File: src/rtl/tournament_pkg.sv
// Shared types and helpers for the tournament predictor tables.
//   ctr_t          : 2-bit saturating counter stored in every table entry
//   sched_state_e  : update-scheduler FSM states
//   CTR_INIT       : value written to every entry by the initialisation walk
//   ctr_sat_update : saturating increment/decrement of a counter
package tournament_pkg;

    typedef logic [1:0] ctr_t;

    typedef enum logic [1:0] {
        ST_INIT,
        ST_IDLE,
        ST_MOD,
        ST_WR
    } sched_state_e;

    localparam ctr_t CTR_INIT = 2'b10;

    // Taken moves toward 3, not-taken toward 0; both ends stick.
    function automatic ctr_t ctr_sat_update(input ctr_t ctr, input logic taken);
        ctr_t res;
        res = ctr;
        if (taken) begin
            if (ctr != 2'b11) res = ctr + 2'd1;
        end else begin
            if (ctr != 2'b00) res = ctr - 2'd1;
        end
        return res;
    endfunction

endpackage

File: src/rtl/resolve_fifo.sv
// Small FIFO buffering resolved branches until the table port is free.
//   clock, reset      : clock, asynchronous active-low reset
//   flush             : synchronous empty; wins over a same-cycle push/pop
//   push, push_data   : write an entry (ignored when full)
//   pop               : drop the head entry (ignored when empty)
//   pop_data          : head entry, valid whenever !empty
//   full, empty       : occupancy flags
// DEPTH must be a power of two; the pointers carry one extra wrap bit so
// that full and empty are distinguishable when the low bits match.
module resolve_fifo #(
    parameter int DEPTH = 4,
    parameter int WIDTH = 11
) (
    input  logic             clock,
    input  logic             reset,
    input  logic             flush,
    input  logic             push,
    input  logic [WIDTH-1:0] push_data,
    input  logic             pop,
    output logic [WIDTH-1:0] pop_data,
    output logic             full,
    output logic             empty
);

    localparam int AW = $clog2(DEPTH);

    logic [WIDTH-1:0] mem [DEPTH];
    logic [AW:0]      wr_ptr;
    logic [AW:0]      rd_ptr;

    assign full     = (wr_ptr[AW] != rd_ptr[AW]) && (wr_ptr[AW-1:0] == rd_ptr[AW-1:0]);
    assign empty    = (wr_ptr == rd_ptr);
    assign pop_data = mem[rd_ptr[AW-1:0]];

    // NOTE: sequential state uses non-blocking assignments so every flop
    // samples the pre-edge value of its neighbours, independent of block order.
    always_ff @(posedge clock or negedge reset) begin
        if (!reset) begin
            wr_ptr <= '0;
            rd_ptr <= '0;
        end else if (flush) begin
            wr_ptr <= '0;
            rd_ptr <= '0;
        end else begin
            if (push && !full)  wr_ptr <= wr_ptr + (AW+1)'(1);
            if (pop  && !empty) rd_ptr <= rd_ptr + (AW+1)'(1);
        end
    end

    // NOTE: the storage array has no reset; the pointers alone define which
    // entries are meaningful, and leaving it unreset keeps it plain RAM/flops.
    always_ff @(posedge clock) begin
        if (push && !full && !flush) mem[wr_ptr[AW-1:0]] <= push_data;
    end

endmodule

File: src/rtl/tournament_update_sched.sv
// Shares the single read/write port of one tournament-predictor counter
// table between front-end lookups (always win) and back-end training
// updates (read-modify-write from a resolve FIFO). Also runs the
// initialisation walk after reset or clear_i.
//   clock, reset        : clock, asynchronous active-low reset
//   lookup_valid_i/idx_i: front-end read request; lookup_grant_o = owns port
//   resolve_valid_i/... : resolved branch to train; resolve_ready_o = !full
//   clear_i             : flush FIFO, drop any RMW, restart the init walk
//   busy_o              : init walk, queued updates or RMW in progress
//   tbl_*               : table port; tbl_rdata_i valid the cycle after a read
module tournament_update_sched
    import tournament_pkg::*;
#(
    parameter int IDX_W = 10,
    parameter int DEPTH = 4
) (
    input  logic             clock,
    input  logic             reset,
    input  logic             lookup_valid_i,
    input  logic [IDX_W-1:0] lookup_idx_i,
    output logic             lookup_grant_o,
    input  logic             resolve_valid_i,
    output logic             resolve_ready_o,
    input  logic [IDX_W-1:0] resolve_idx_i,
    input  logic             resolve_taken_i,
    input  logic             clear_i,
    output logic             busy_o,
    output logic             tbl_en_o,
    output logic             tbl_we_o,
    output logic [IDX_W-1:0] tbl_addr_o,
    output ctr_t             tbl_wdata_o,
    input  ctr_t             tbl_rdata_i
);

    localparam int ENT_W = IDX_W + 1;

    sched_state_e     state_q, state_d;
    logic [IDX_W-1:0] init_cnt_q;
    logic [IDX_W-1:0] idx_q;
    logic             taken_q;
    ctr_t             ctr_q;

    logic             fifo_push, fifo_pop, fifo_full, fifo_empty;
    logic [ENT_W-1:0] fifo_head;
    logic             serve_lookup;

    // A resolve offered together with clear_i is discarded by the flush.
    assign fifo_push       = resolve_valid_i && resolve_ready_o && !clear_i;
    assign resolve_ready_o = reset && !fifo_full;
    assign busy_o          = !reset || (state_q != ST_IDLE) || !fifo_empty;

    resolve_fifo #(
        .DEPTH (DEPTH),
        .WIDTH (ENT_W)
    ) u_fifo (
        .clock     (clock),
        .reset     (reset),
        .flush     (clear_i),
        .push      (fifo_push),
        .push_data ({resolve_idx_i, resolve_taken_i}),
        .pop       (fifo_pop),
        .pop_data  (fifo_head),
        .full      (fifo_full),
        .empty     (fifo_empty)
    );

    // NOTE: every signal written here gets a default first, so no path
    // through the case leaves a value unassigned and infers a latch.
    always_comb begin
        state_d        = state_q;
        fifo_pop       = 1'b0;
        serve_lookup   = 1'b0;
        lookup_grant_o = 1'b0;
        tbl_en_o       = 1'b0;
        tbl_we_o       = 1'b0;
        tbl_addr_o     = '0;
        tbl_wdata_o    = '0;

        unique case (state_q)
            ST_INIT: begin
                tbl_en_o    = 1'b1;
                tbl_we_o    = 1'b1;
                tbl_addr_o  = init_cnt_q;
                tbl_wdata_o = CTR_INIT;
                if (init_cnt_q == '1) state_d = ST_IDLE;
            end
            ST_IDLE: begin
                if (lookup_valid_i) begin
                    serve_lookup = 1'b1;
                end else if (!fifo_empty) begin
                    tbl_en_o   = 1'b1;
                    tbl_addr_o = fifo_head[ENT_W-1:1];
                    fifo_pop   = 1'b1;
                    state_d    = ST_MOD;
                end
            end
            ST_MOD: begin
                // Read data is being captured; the port itself is free.
                serve_lookup = lookup_valid_i;
                state_d      = ST_WR;
            end
            ST_WR: begin
                if (lookup_valid_i) begin
                    serve_lookup = 1'b1;
                end else begin
                    // A clear in this cycle drops the pending write.
                    if (!clear_i) begin
                        tbl_en_o    = 1'b1;
                        tbl_we_o    = 1'b1;
                        tbl_addr_o  = idx_q;
                        tbl_wdata_o = ctr_sat_update(ctr_q, taken_q);
                    end
                    state_d = ST_IDLE;
                end
            end
            default: state_d = ST_INIT;
        endcase

        if (serve_lookup) begin
            lookup_grant_o = 1'b1;
            tbl_en_o       = 1'b1;
            tbl_we_o       = 1'b0;
            tbl_addr_o     = lookup_idx_i;
        end

        if (clear_i) state_d = ST_INIT;

        // Outputs are held quiet while reset is asserted.
        if (!reset) begin
            fifo_pop       = 1'b0;
            lookup_grant_o = 1'b0;
            tbl_en_o       = 1'b0;
            tbl_we_o       = 1'b0;
            tbl_addr_o     = '0;
            tbl_wdata_o    = '0;
        end
    end

    always_ff @(posedge clock or negedge reset) begin
        if (!reset) begin
            state_q    <= ST_INIT;
            init_cnt_q <= '0;
            idx_q      <= '0;
            taken_q    <= 1'b0;
            ctr_q      <= '0;
        end else begin
            state_q <= state_d;
            // The walk counter wraps back to 0 on its last entry, ready for
            // the next walk.
            if (clear_i)                 init_cnt_q <= '0;
            else if (state_q == ST_INIT) init_cnt_q <= init_cnt_q + IDX_W'(1);
            if (fifo_pop) begin
                idx_q   <= fifo_head[ENT_W-1:1];
                taken_q <= fifo_head[0];
            end
            if (state_q == ST_MOD) ctr_q <= tbl_rdata_i;
        end
    end

endmodule

File: config.mk
export PLATFORM = sky130hd
export DESIGN_NAME = tournament_update_sched
export DESIGN_NICKNAME = d
export VERILOG_FILES = /design/src/rtl/tournament_pkg.sv /design/src/rtl/resolve_fifo.sv /design/src/rtl/tournament_update_sched.sv
export SDC_FILE = /design/constraint.sdc
export NUM_CORES = 1
export LEC_CHECK = 0
export CAP_MARGIN = 15
export CELL_PAD_IN_SITES_DETAIL_PLACEMENT = 0
export CELL_PAD_IN_SITES_GLOBAL_PLACEMENT = 1
export CORE_MARGIN = 2
export CORE_UTILIZATION = 49
export DETAILED_ROUTE_END_ITERATION = 12
export GPL_TIMING_DRIVEN = 0
export HOLD_SLACK_MARGIN = 0.05
export PLACE_DENSITY_LB_ADDON = 0.1
export RECOVER_POWER = 25
export SYNTH_ARGS = -nofsm -noshare
export SYNTH_HDL_FRONTEND = slang
export SYNTH_SLANG_ARGS = --single-unit
File: constraint.sdc
create_clock -name clock -period 4.63 [get_ports clock]
set_input_delay 0.926 -clock clock [delete_from_list [all_inputs] [get_ports clock]]
set_output_delay 0.926 -clock clock [all_outputs]
set_load 0.03 [all_outputs]
# == Word level (Yosys, flattened, before mapping) ==
# Memories as Yosys holds them, arrays and structs flattened.
# Cells that the tools add are included.
# Widths: inputs -> output; s select.
# op_classes
add_sub_neg,5
n_eq_ne,13
mux,44
n_reduce_logical,20
# ops
operator,n
$mux 10,8
$pmux 10 s3,1
$mux 2,11
$mux 1,15
$mux 3,4
$ne 3x3->1 const B,4
$add 10x1->10 const B,1
$eq 10x10->1 const B,1
$pmux 2 s4,1
$reduce_bool 2->1,4
$logic_and 1x1->1,7
$add 3x1->3 const B,2
$eq 2x2->1 const B,2
$logic_not 1->1,4
$pmux 1 s2,2
$pmux 2 s2,1
$reduce_and 4->1,1
$eq 3x3->1,1
$pmux 1 s3,1
$add 2x1->2 const B,1
$eq 2x1->1 const B,1
$eq 2x2->1,1
$logic_not 2->1,1
$logic_or 1x1->1,2
5 further kinds,5
# word_totals
reg_bits,31
mem_bits_rw,44
inputBits,28
out_inout_bits,17
mem_count,1
# mem_list
memory,depth,width,read_ports,rd_clocked_by_memory_dff,write_ports,line,text
u_fifo.mem,4,11,1,0,1,resolve_fifo.sv:27,logic [WIDTH-1:0] mem [DEPTH];

# == Depth between registers and ports, before layout ==
# depth
ltp_word,10
ltp_mapped,7
mapped_depth_nobuf,6

# == By module ==
# From an unflattened synthesis, not the netlist that was laid out.
# unflattened
cells_unflattened,275
hier_area_um2,3686.0
# by_module_without_submodules
module,n_inst,cells_each,area_each_um2,seq_area_each_um2
resolve_fifo,1,122,2150.8,1471.4
tournament_update_sched,1,153,1535.2,625.6

# == Least setup slack after synthesis ==
# Ideal clock, no wire load.
# synth_timing
path_kind,input port to output port
from,in clear_i
to,out tbl_en_o
arrival_time_ps,2506
required_ps,3704
setup_slack_ps,1198
stages,4
n_path_buf,1
cell_sequence,nor3b_1 clkbuf_1 nor4_1 a311oi_1
# synth_between
elab_chain_cells,5
# synth_rtl
item,line,text
start: declaration,tournament_update_sched.sv:26,"input logic clear_i,"
$mux 1,tournament_update_sched.sv:107,if (!clear_i) begin
$mux 1,tournament_update_sched.sv:103,if (lookup_valid_i) begin
$pmux 1 s3,tournament_update_sched.sv:79,unique case (state_q)
$mux 1,tournament_update_sched.sv:119,if (serve_lookup) begin
$mux 1,tournament_update_sched.sv:129,if (!reset) begin
end: declaration,tournament_update_sched.sv:28,"output logic tbl_en_o,"
# Every way passes these cells.

# == Worst setup path in the final report ==
# layout_timing
from,in reset
to,out tbl_addr_o[9]
# layout_between
elab_chain_cells,1
# layout_rtl
item,line,text
start: declaration,tournament_update_sched.sv:18,"input logic reset,"
$mux 10,tournament_update_sched.sv:129,
end: declaration,tournament_update_sched.sv:30,"output logic [IDX_W-1:0] tbl_addr_o,"
# Every way passes these cells.

==> results.md <==
* Outcome: complete, no violations
* Area growth from synthesis to final layout at 22.27%
* Total die area at ~7900 µm²
* Period Utilization, post-route at between 90% and 100%
* Die Ht at approximately 89 µm
* Std-Cell Core Area at between 7000 and 8000 µm²
* Final Routed Wirelength at around 6800 µm
* First-pass detailed-route iteration total at 5
* Std cell rows at 31
* Post-synth EDFFs at 44
* Vias in the first global route at 2,165
* Setup CP Type: in2out
* Warnings from Yosys at 0
* Number of top-level design ports at 45
* Power density of the placed cells at between 300 and 400 nW/µm²
* Number of buffers inserted to repair setup after CTS at 0
* Final worst setup slack at between 0.3 and 0.4 ns
* Post-Syn Area per Cell at 14.13 µm²
* Number of inserted diodes at 0
* Cell at the root of the clock tree: clkbuf_8
* DRC viols at 0
* Most frequent standard cell in the layout excluding fill and tap cells: edfxtp_1
* Via count of the routed design at between 2k and 2.5k
* Count of endpoints failing hold in the final timing report at 0
* Slowest-stage cell, CP: clkdlybuf4s50_1
* Number of antenna violations at the first check in global routing at 0
* Startpoint kind of the worst setup timing path: primary input
* Cell family with the largest share of critical-path delay: buffers and inverters
* Unique cell type count in the Yosys netlist at 44
* Total of flip-flops plus latches after synthesis at 75
* Max transition margin at approximately 45%
* Htree depth at 3
* Chip Width at 89.07 µm
* Area after DPL at 4121 µm²
* Leakage power total at between 1.5 and 2 nW
* Wire length per cell at roughly 17 µm
* Clock tree from TritonCTS: done
* Actual slew at the worst max-slew pin at 0.8307 ns
* Post-layout instance count excluding filler cells at about 400
* Sequential share of the synthesized area at ~59%
* Detail-routed via count per cell at between 5 and 6
* Critical path buffers and inverters at 3
* CTS clock-pin slew for the worst setup and hold paths at about 0.080 ns
* Count of clock tree sinks at 75
* Slowest cell delay on critical path at 0.67 ns
* Detailed-route wire length on metal 1 at a little over 3000 µm
* Most common flop cell mapped by yosys: edfxtp_1
* Met2 wire length at between 3000 and 4000 µm
* Largest net degree at the start of global routing at 38
* Unrepaired setup endpoints after global routing: no
* Summed area of non-filler cells in the final layout at 4335 µm²
* Cell chain of the critical path: buf_2 -> inv_1 -> nor2_1 -> a221o_1 -> clkdlybuf4s50_1
* Capturing element type of the critical path: output pin
* Max-cap violation count at 0
* Antenna viol nets, final at 0
* Endpoints failing setup at 0
* Gate Count Post-Synth at approximately 250
* Post-Syn Area at 3546 µm²
* Overall power after layout at ~1.7 mW
* Top routing layer in use: met4
* Inst Count DP at 395
* Initial Util at approximately 50%
* DP Wirelength at roughly 5000 µm
* Net count after synthesis at 290
* Worst EP arrival at roughly 3.4 ns
* Detailed-routed wire length on met3 at 252 µm
* Worst path required time at around 3.7 ns
* Skew-Pair Late Insertion Delay at 0.34 ns
* Final estimated routing congestion in global placement at approximately 0.75
* Max VDD drop at about 0.00032 V
* Hold/Removal Path Class: reg2reg
* All-layer global routing usage at a little under a fifth
* First-pass GRT wire length at about 11,000 µm
* Fmax achieved at between 0.2 and 0.25 GHz
* Port Buf Inserts at 44
* Sum of negative setup slack at 0 ns
* Final min period at around 4.3 ns
* Drt first-iter violations at 77
* Clock Skews at just over 0.009 ns
* Pre-CTS worst setup slack at between 0.08 and 0.09 ns
* Highest-count cells in the layout ignoring fill and taps: edfxtp_1 (44), clkdlybuf4s50_1 (32), nor2_1 (31), dfrtp_1 (31)
* Number of clock buffers inserted by TritonCTS at 9
* Layout cell share with drive strength beyond 1 at around 14%
* Max-slew violation count at 0
* Share of synthesized registers carrying an async set or reset at 41.33%
* Layout net count at roughly 350
* Total global routing overflow at 0
* Buffer depth of the longest clock path at 2
* Critical path fanouts, max at 37
metal layers:
layer	global-route usage (%)	vias up
met5	0	-
met4	4.885	0
met3	4.801	8
met2	30.87	41
met1	26.12	1102
li1	-	1070
state kept, by name (all words and copies together) (netlist names):
signal,count
ctr_q,2
idx_q,10
init_cnt_q,10
state_q,2
taken_q,1
u_fifo.mem,44
u_fifo.rd_ptr,3
u_fifo.wr_ptr,3
power by group:
part,switching (mW),internal [mW]
combinational,0.184,0.160
clock,0.255,0.259
sequential,0.0487,0.771
area by class of cell:
cell class	count	area [µm²]
plain buffers	9	46.29
inverters	8	30.03
well taps	99	123.9
flip-flops and latches	75	2097
clock inverters	7	85.08
multi-input cells	159	1383
fillers	601	2801
clock buffers	9	123.9
repair buffers	45	446.7
synth_stat cells (2+ instances only):
| cell type | count | area, µm² |
|---|---|---|
| nand2b_1 | 5 | 31.28 |
| nand2_1 | 5 | 18.77 |
| nor2b_1 | 4 | 25.02 |
| a22oi_1 | 8 | 60.06 |
| xnor2_1 | 4 | 35.03 |
| o31a_1 | 2 | 17.52 |
| nor2_1 | 31 | 116.4 |
| clkbuf_1 | 5 | 18.77 |
| mux2_2 | 6 | 67.56 |
| and2_1 | 4 | 25.02 |
| dfrtp_1 | 31 | 775.7 |
| xor2_2 | 2 | 32.53 |
| edfxtp_1 | 44 | 1321 |
| mux2_1 | 7 | 78.83 |
| or3_1 | 2 | 12.51 |
| nor4_1 | 2 | 12.51 |
| a221o_1 | 8 | 80.08 |
| mux2i_1 | 4 | 40.04 |
| nand4_1 | 5 | 31.28 |
| nand3_1 | 4 | 20.02 |
| a222oi_1 | 2 | 20.02 |
| a211oi_1 | 2 | 15.01 |
| a21oi_1 | 7 | 35.03 |
| inv_1 | 8 | 30.03 |
| nor3b_1 | 2 | 15.01 |
| xor2_1 | 9 | 78.83 |
| a311oi_1 | 2 | 17.52 |
| mux4_2 | 10 | 225.2 |
| ha_1 | 11 | 137.6 |
per-stage QoR:
stage	hold slack (ns)	utilization [%]
after CTS	0.5020	60.68
after floorplan	0.4649	-
after detailed placement	0.4818	57.75
after global routing	0.5174	60.75
after global placement	0.4750	57.59
final	0.4986	60.75
timing repair:
item | 4_1_cts | 5_1_grt
resized for setup | 0 | 1
hold buffers | 0 | 0
endpoints found under the setup margin | 0 | 3
cells by family (layout without fill, tap and decap cells):
| kind of cell | Yosys count | after routing | synth area share [%] |
|---|---|---|---|
| flip-flops | 75 | 75 | 59.14 |
| AND/OR/NAND/NOR | 67 | 67 | 9.244 |
| AO/OA/AOI/OAI | 37 | 37 | 8.822 |
| multiplexers | 28 | 28 | 12.35 |
| buffers and inverters | 17 | 78 | 2.152 |
| XOR/XNOR | 15 | 15 | 4.128 |
| adder cells (fa/ha/maj) | 12 | 12 | 4.164 |
final timing paths:
kind	from	to	slack, ns	cells after the start
max in group asynchronous	reset	idx_q[5]	3.42	1
worst max-delay path	reset	tbl_addr_o[9]	0.32	5
worst min register to register	idx_q[4]	idx_q[4]	0.50	1
worst max register to register	u_fifo.rd_ptr[1]	u_fifo.mem[1][2]	2.49	4
min in group asynchronous	reset	ctr_q[1]	0.68	1
worst min-delay path	idx_q[4]	idx_q[4]	0.50	1
Note: power is estimated with default switching activity, not from simulation.
